### config.mk
export PLATFORM = sky130hd
export DESIGN_NAME = hero_write_rx
export DESIGN_NICKNAME = d
export VERILOG_FILES = /design/src/rtl/hero_write_rx.sv
export SDC_FILE = /design/constraint.sdc
export NUM_CORES = 1
export LEC_CHECK = 0
export CAP_MARGIN = 0
export CORE_UTILIZATION = 60
export DETAILED_ROUTE_END_ITERATION = 10
export MAX_ROUTING_LAYER = met4
export PLACE_DENSITY = 0.79
export SYNTH_ARGS = -nofsm -noshare
export SYNTH_HDL_FRONTEND = slang
export SYNTH_SLANG_ARGS = --single-unit
### constraint.sdc
create_clock -name clk -period 7.6 [get_ports clk]
set_input_delay 1.9 -clock clk [delete_from_list [all_inputs] [get_ports clk]]
set_output_delay 1.9 -clock clk [all_outputs]
set_load 0.1 [all_outputs]
### src/rtl/hero_write_rx.sv
// hero_write_rx: hero write bus receiver.
// Frames beats into transactions, checks protocol, buffers into a stream FIFO.
module hero_write_rx #(
  parameter int DATA_WIDTH = 36,
  parameter int FIFO_DEPTH = 16,
  parameter int MAX_BEATS  = 8,
  parameter int CNT_WIDTH  = 16
) (
  input  logic                             clk,
  input  logic                             rst,
  input  logic [3:0]                       hero_cycle_type,
  input  logic [DATA_WIDTH-1:0]            hero_wdat,
  input  logic                             hero_clk_en,
  output logic                             out_valid,
  input  logic                             out_ready,
  output logic [DATA_WIDTH-1:0]            out_data,
  output logic                             out_sop,
  output logic                             out_eop,
  output logic [$clog2(FIFO_DEPTH+1)-1:0]  fifo_level,
  output logic [CNT_WIDTH-1:0]             pkt_cnt,
  output logic [CNT_WIDTH-1:0]             drop_cnt,
  output logic                             err_overflow,
  output logic                             err_len,
  output logic                             err_proto,
  input  logic                             err_clr
);

  localparam int LW = $clog2(FIFO_DEPTH + 1);
  localparam int PW = $clog2(FIFO_DEPTH);
  localparam int BW = $clog2(MAX_BEATS + 1);
  localparam int EW = DATA_WIDTH + 2;

  typedef enum logic [1:0] {
    RX_IDLE,
    RX_PKT,
    RX_DISCARD
  } state_t;

  state_t state;
  state_t state_nxt;

  logic [BW-1:0] beat_cnt;
  logic [BW-1:0] beat_cnt_nxt;

  logic is_valid;
  logic is_done;
  logic is_beat;
  logic is_rsvd;
  logic has_room;
  logic last_slot;

  logic push;
  logic push_sop;
  logic push_eop;
  logic pop;
  logic pkt_inc;
  logic drop_inc;
  logic set_ovf;
  logic set_len;

  logic [EW-1:0] mem [FIFO_DEPTH];
  logic [EW-1:0] head;
  logic [PW-1:0] wr_ptr;
  logic [PW-1:0] rd_ptr;

  assign is_valid = hero_clk_en && (hero_cycle_type == 4'd1);
  assign is_done  = hero_clk_en && (hero_cycle_type == 4'd2);
  assign is_beat  = is_valid || is_done;
  assign is_rsvd  = hero_clk_en && (hero_cycle_type > 4'd2);

  // Registered level only: a same-cycle pop is not credited.
  assign has_room  = fifo_level <= LW'(FIFO_DEPTH - MAX_BEATS);
  assign last_slot = beat_cnt == BW'(MAX_BEATS - 1);

  always_ff @(posedge clk) begin
    if (rst) begin
      state    <= RX_IDLE;
      beat_cnt <= '0;
    end else begin
      state    <= state_nxt;
      beat_cnt <= beat_cnt_nxt;
    end
  end

  always_comb begin
    state_nxt = state;
    unique case (state)
      RX_IDLE: begin
        if (is_valid)
          state_nxt = has_room ? RX_PKT : RX_DISCARD;
      end
      RX_PKT: begin
        if (is_done)
          state_nxt = RX_IDLE;
        else if (is_valid && last_slot)
          state_nxt = RX_DISCARD;
      end
      RX_DISCARD: begin
        if (is_done)
          state_nxt = RX_IDLE;
      end
      default: state_nxt = RX_IDLE;
    endcase
  end

  always_comb begin
    push         = 1'b0;
    push_sop     = 1'b0;
    push_eop     = 1'b0;
    pkt_inc      = 1'b0;
    drop_inc     = 1'b0;
    set_ovf      = 1'b0;
    set_len      = 1'b0;
    beat_cnt_nxt = beat_cnt;
    unique case (state)
      RX_IDLE: begin
        if (is_beat && has_room) begin
          push         = 1'b1;
          push_sop     = 1'b1;
          push_eop     = is_done;
          pkt_inc      = is_done;
          beat_cnt_nxt = BW'(1);
        end else if (is_beat) begin
          drop_inc = 1'b1;
          set_ovf  = 1'b1;
        end
      end
      RX_PKT: begin
        if (is_beat) begin
          push         = 1'b1;
          beat_cnt_nxt = beat_cnt + 1'b1;
          if (is_done) begin
            push_eop = 1'b1;
            pkt_inc  = 1'b1;
          end else if (last_slot) begin
            push_eop = 1'b1;
            pkt_inc  = 1'b1;
            set_len  = 1'b1;
          end
        end
      end
      default: ;
    endcase
  end

  assign pop = out_valid && out_ready;

  always_ff @(posedge clk) begin
    if (push)
      mem[wr_ptr] <= {push_sop, push_eop, hero_wdat};
  end

  always_ff @(posedge clk) begin
    if (rst) begin
      wr_ptr     <= '0;
      rd_ptr     <= '0;
      fifo_level <= '0;
    end else begin
      if (push)
        wr_ptr <= (wr_ptr == PW'(FIFO_DEPTH - 1)) ? '0 : wr_ptr + 1'b1;
      if (pop)
        rd_ptr <= (rd_ptr == PW'(FIFO_DEPTH - 1)) ? '0 : rd_ptr + 1'b1;
      if (push && !pop)
        fifo_level <= fifo_level + 1'b1;
      else if (pop && !push)
        fifo_level <= fifo_level - 1'b1;
    end
  end

  assign head      = mem[rd_ptr];
  assign out_valid = fifo_level != '0;
  assign out_sop   = out_valid && head[EW-1];
  assign out_eop   = out_valid && head[EW-2];
  assign out_data  = out_valid ? head[DATA_WIDTH-1:0] : '0;

  always_ff @(posedge clk) begin
    if (rst) begin
      pkt_cnt      <= '0;
      drop_cnt     <= '0;
      err_overflow <= 1'b0;
      err_len      <= 1'b0;
      err_proto    <= 1'b0;
    end else begin
      if (pkt_inc)
        pkt_cnt <= pkt_cnt + 1'b1;
      if (drop_inc)
        drop_cnt <= drop_cnt + 1'b1;
      err_overflow <= set_ovf || (err_overflow && !err_clr);
      err_len      <= set_len || (err_len && !err_clr);
      err_proto    <= is_rsvd || (err_proto && !err_clr);
    end
  end

  a_no_push_full: assert property (
    @(posedge clk) disable iff (rst)
      !(push && fifo_level == LW'(FIFO_DEPTH))
  );

endmodule

==> flow_summary.toml <==
[cts]
post_cts_buffers = 0
cts_root_buf = "clkbuf_16"
clk_latency_ns = 0.64
clock_sinks = 666
path_clk_slew_ns = 0.07
post_cts_resized = 0
htreeDepth = 2
cts_tree = "yes"
holdBufCountCts = 0
numCtsBuffers = 60
cts_buffer_depth = 3

[placement]
portBuffers = 123
gp_congestion = 0.777
hpwl_um = 28300

[critical_path]
critical_path_required_ns = 5.70
worstPathCellList = "buf_4, mux4_2, mux2i_1, o22ai_1, clkdlybuf4s50_1"
rr_worst_depth = 10
rr_endpoint = "fifo_level[4]$_SDFFE_PP0P_"
worstPathMaxFanout = 41
endpoint_kind = "output port"
ff2ff_setup_slack_ns = 4.00
cp_slowest_cell = "clkdlybuf4s50_1"
r2r_start = "fifo_level[4]$_SDFFE_PP0P_"
crit_path_end = "out_data[8]"
cpPeakStageDelay_ns = 1.03
critical_path.startpoint_type = "flip-flop"
crit_arrival_ns = 4.09
crit_type = "flip-flop to output port"

[detailed_routing]
ant_nets = 0
vias = 13300
routed_wl_um = 55400
wl_per_cell_um = 26.6
drtIter0Drc = 1317
firstDrtPassIters = 7
vias_per_cell = 6.38
drcViolationCount = 0

[pwr]
power.share.clock_pct = 29.3
p_int_w = 0.00668
vdd_drop_max_mv = 0.405
p_seq_share_pct = 40.3
p_leak_nw = 9.15
swShare_pct = 34.7
switchingPower_w = 0.00356
p_per_area_nw_per_um2 = 341
p_comb_share_pct = 30.4

[logic_synthesis]
synth-async-reset-ratio_pct = 0
syn_avg_cell_area_um2 = 20.0
ys_dominant_reg_cell = "edfxtp_1"
seq_area_frac_synth_pct = 74.4
synth_nets = 1364
synth_warnings = 0
synth_top_area_share_pct = 70.0
synth_top_cell_by_area = "edfxtp_1"
synth_enable_flop_cells = 608
netlist_instances = 1306
synth_area_leaders = "edfxtp_1, mux4_2, dfxtp_1, mux2i_1, mux2_2"
ys_types = 52
syn_area_um2 = 26100
ys_ff_latch = 666

[grt]
grt_usage_pct = 26.4
overflow = 0
grt_most_used_layer = "met2"
grt_use_met3_pct = 4.66
antenna_found_initial = 1
use_met2_pct = 42.8
grt_pass1_vias = 13500
grt_max_degree = 116
use_met1_pct = 34.5
grt_pass1_wl_um = 82400

[cells_and_area]
fillCellCount = 2647
multiInputGateArea_um2 = 6400
fin_nets = 1505
area_delta_synth_final_pct = 15.0
regArea_um2 = 19400
drive_above_1_share_pct = 21.0

[run_status]
status = "finished, final reports clean"

[sta]
clock_skew_ns = 0.0207
worstMarginPinSlew_ns = 1.06
rsz0062_at_grt = "false"
setup_violations = 0
hold_viol_final = 0
slew_violations = 0
period_needed_ns = 5.99
timing.fmax_ghz = 0.167
slew_headroom_pct = 29.1
fin_crit_sh_pct = 78.8
hold_ws_ns = 0.487
tns_ns = 0

[floorplan]
die_h_um = 211
dieArea_um2 = 44300
num_rows = 76
die_w_um = 211
io_pins = 124
core_area_um2 = 43000
start_util_pct = 60.7

[job]
cap_violations = 0

[min_path]
hp-class = "flip-flop to flip-flop"
[cells in the mapped netlist, types with 3 or more instances]
cell,instances
and3_1,11
nand4_1,7
nor2_1,41
mux2i_1,78
mux2_2,22
or4_1,6
o22ai_1,38
a21oi_1,35
buf_1,7
dfxtp_1,58
nand2b_1,3
mux4_2,152
nor3_1,4
o211ai_1,4
buf_2,25
and4_1,4
nand3_1,18
xor2_1,5
or3_1,6
a2111oi_0,3
nand2_1,26
ha_1,12
a21o_1,4
edfxtp_1,608
a211oi_1,5
clkbuf_1,40
o21ai_0,7
nor2b_1,25
nor4_1,8
o31ai_1,7
inv_1,11
[power by group through the flow]
stage	Clock (W)	Combinational (W)	Sequential, W
floorplan	0	0.00236	0.00423
global placement	0	0.00309	0.00420
detailed placement	0	0.00312	0.00421
CTS	0.00303	0.00314	0.00413
global route	0.00316	0.00324	0.00414
finish	0.00300	0.00311	0.00413
[per-stage QoR]
stage | cell area (µm²) | worst slack [ns] | total power, W | cells | util [%]
final | 30000 | 1.61 | 0.0102 | 2085 | 69.8
after global routing | 30000 | 1.34 | 0.0105 | 2084 | 69.8
after CTS | 30000 | 1.46 | 0.0103 | 2083 | 69.8
after detailed placement | 28100 | 2.09 | 0.00733 | 1970 | 65.3
after global placement | 28100 | 2.19 | 0.00729 | 1970 | 65.3
after floorplan | 26100 | 1.45 | 0.00659 | 1306 | -
[sequential cells by signal, indices dropped and copies added, names as in the netlist, named ones only]
signal,cells
wr_ptr,4
err_len,1
mem,608
pkt_cnt,16
beat_cnt,4
err_proto,1
state,2
fifo_level,5
drop_cnt,16
err_overflow,1
rd_ptr,4
[critical path: cells and delay by family (launching register included)]
family | cells | cell delay (ns)
flip-flops | 1 | 0.90
multiplexers | 2 | 0.78
buffers and inverters | 2 | 1.60
AO/OA/AOI/OAI | 1 | 0.14
[kinds of logic after synthesis]
kind of cell	after synthesis	synth area share, %
flops	666	74.4
fa+ha+maj	13	0.652
compound gates	115	2.81
simple gates	171	3.55
xor+xnor	6	0.201
mux	252	17.1
buf+inv	83	1.31
[layout make-up]
| cell class | instances | share of cell area, % |
|---|---|---|
| clock inverters | 40 | 1.21 |
| multi-input cells | 557 | 21.3 |
| inverters | 11 | 0.138 |
| repair buffers | 151 | 4.87 |
| well taps | 585 | 2.44 |
| flip-flops and latches | 666 | 64.7 |
| diodes | 2 | 0.0167 |
| clock buffers | 73 | 5.24 |
[per-layer routing]
layer  vias up  wire length (µm)
li1       5687                 -
met1      6973             21300
met2       557             28600
met3        95              4120
met4         0              1350
met5         -                 0
[worst min-delay path by stage]
stage	from	endpoint	slack, ns	cells after the start
floorplan	beat_cnt[3]$_SDFFE_PP0P_	beat_cnt[3]$_SDFFE_PP0P_	0.47	2
global placement	err_len$_SDFF_PP0_	err_len$_SDFF_PP0_	0.48	2
detailed placement	err_len$_SDFF_PP0_	err_len$_SDFF_PP0_	0.48	2
CTS	err_len$_SDFF_PP0_	err_len$_SDFF_PP0_	0.49	2
global route	err_len$_SDFF_PP0_	err_len$_SDFF_PP0_	0.53	2
finish	err_len$_SDFF_PP0_	err_len$_SDFF_PP0_	0.49	2
[layout by cell type, fill, tap and decap left out, types with 18 or more instances in the layout]
| master | instances |
|---|---|
| a21oi_1 | 35 |
| buf_4 | 26 |
| clkbuf_16 | 61 |
| clkdlybuf4s50_1 | 122 |
| dfxtp_1 | 55 |
| edfxtp_1 | 608 |
| mux2_2 | 22 |
| mux2i_1 | 78 |
| mux4_2 | 152 |
| nand2_1 | 25 |
| nand3_1 | 18 |
| nor2_1 | 37 |
| nor2b_1 | 24 |
| o22ai_1 | 38 |
No activity file was read; power rests on OpenSTA's default activity.
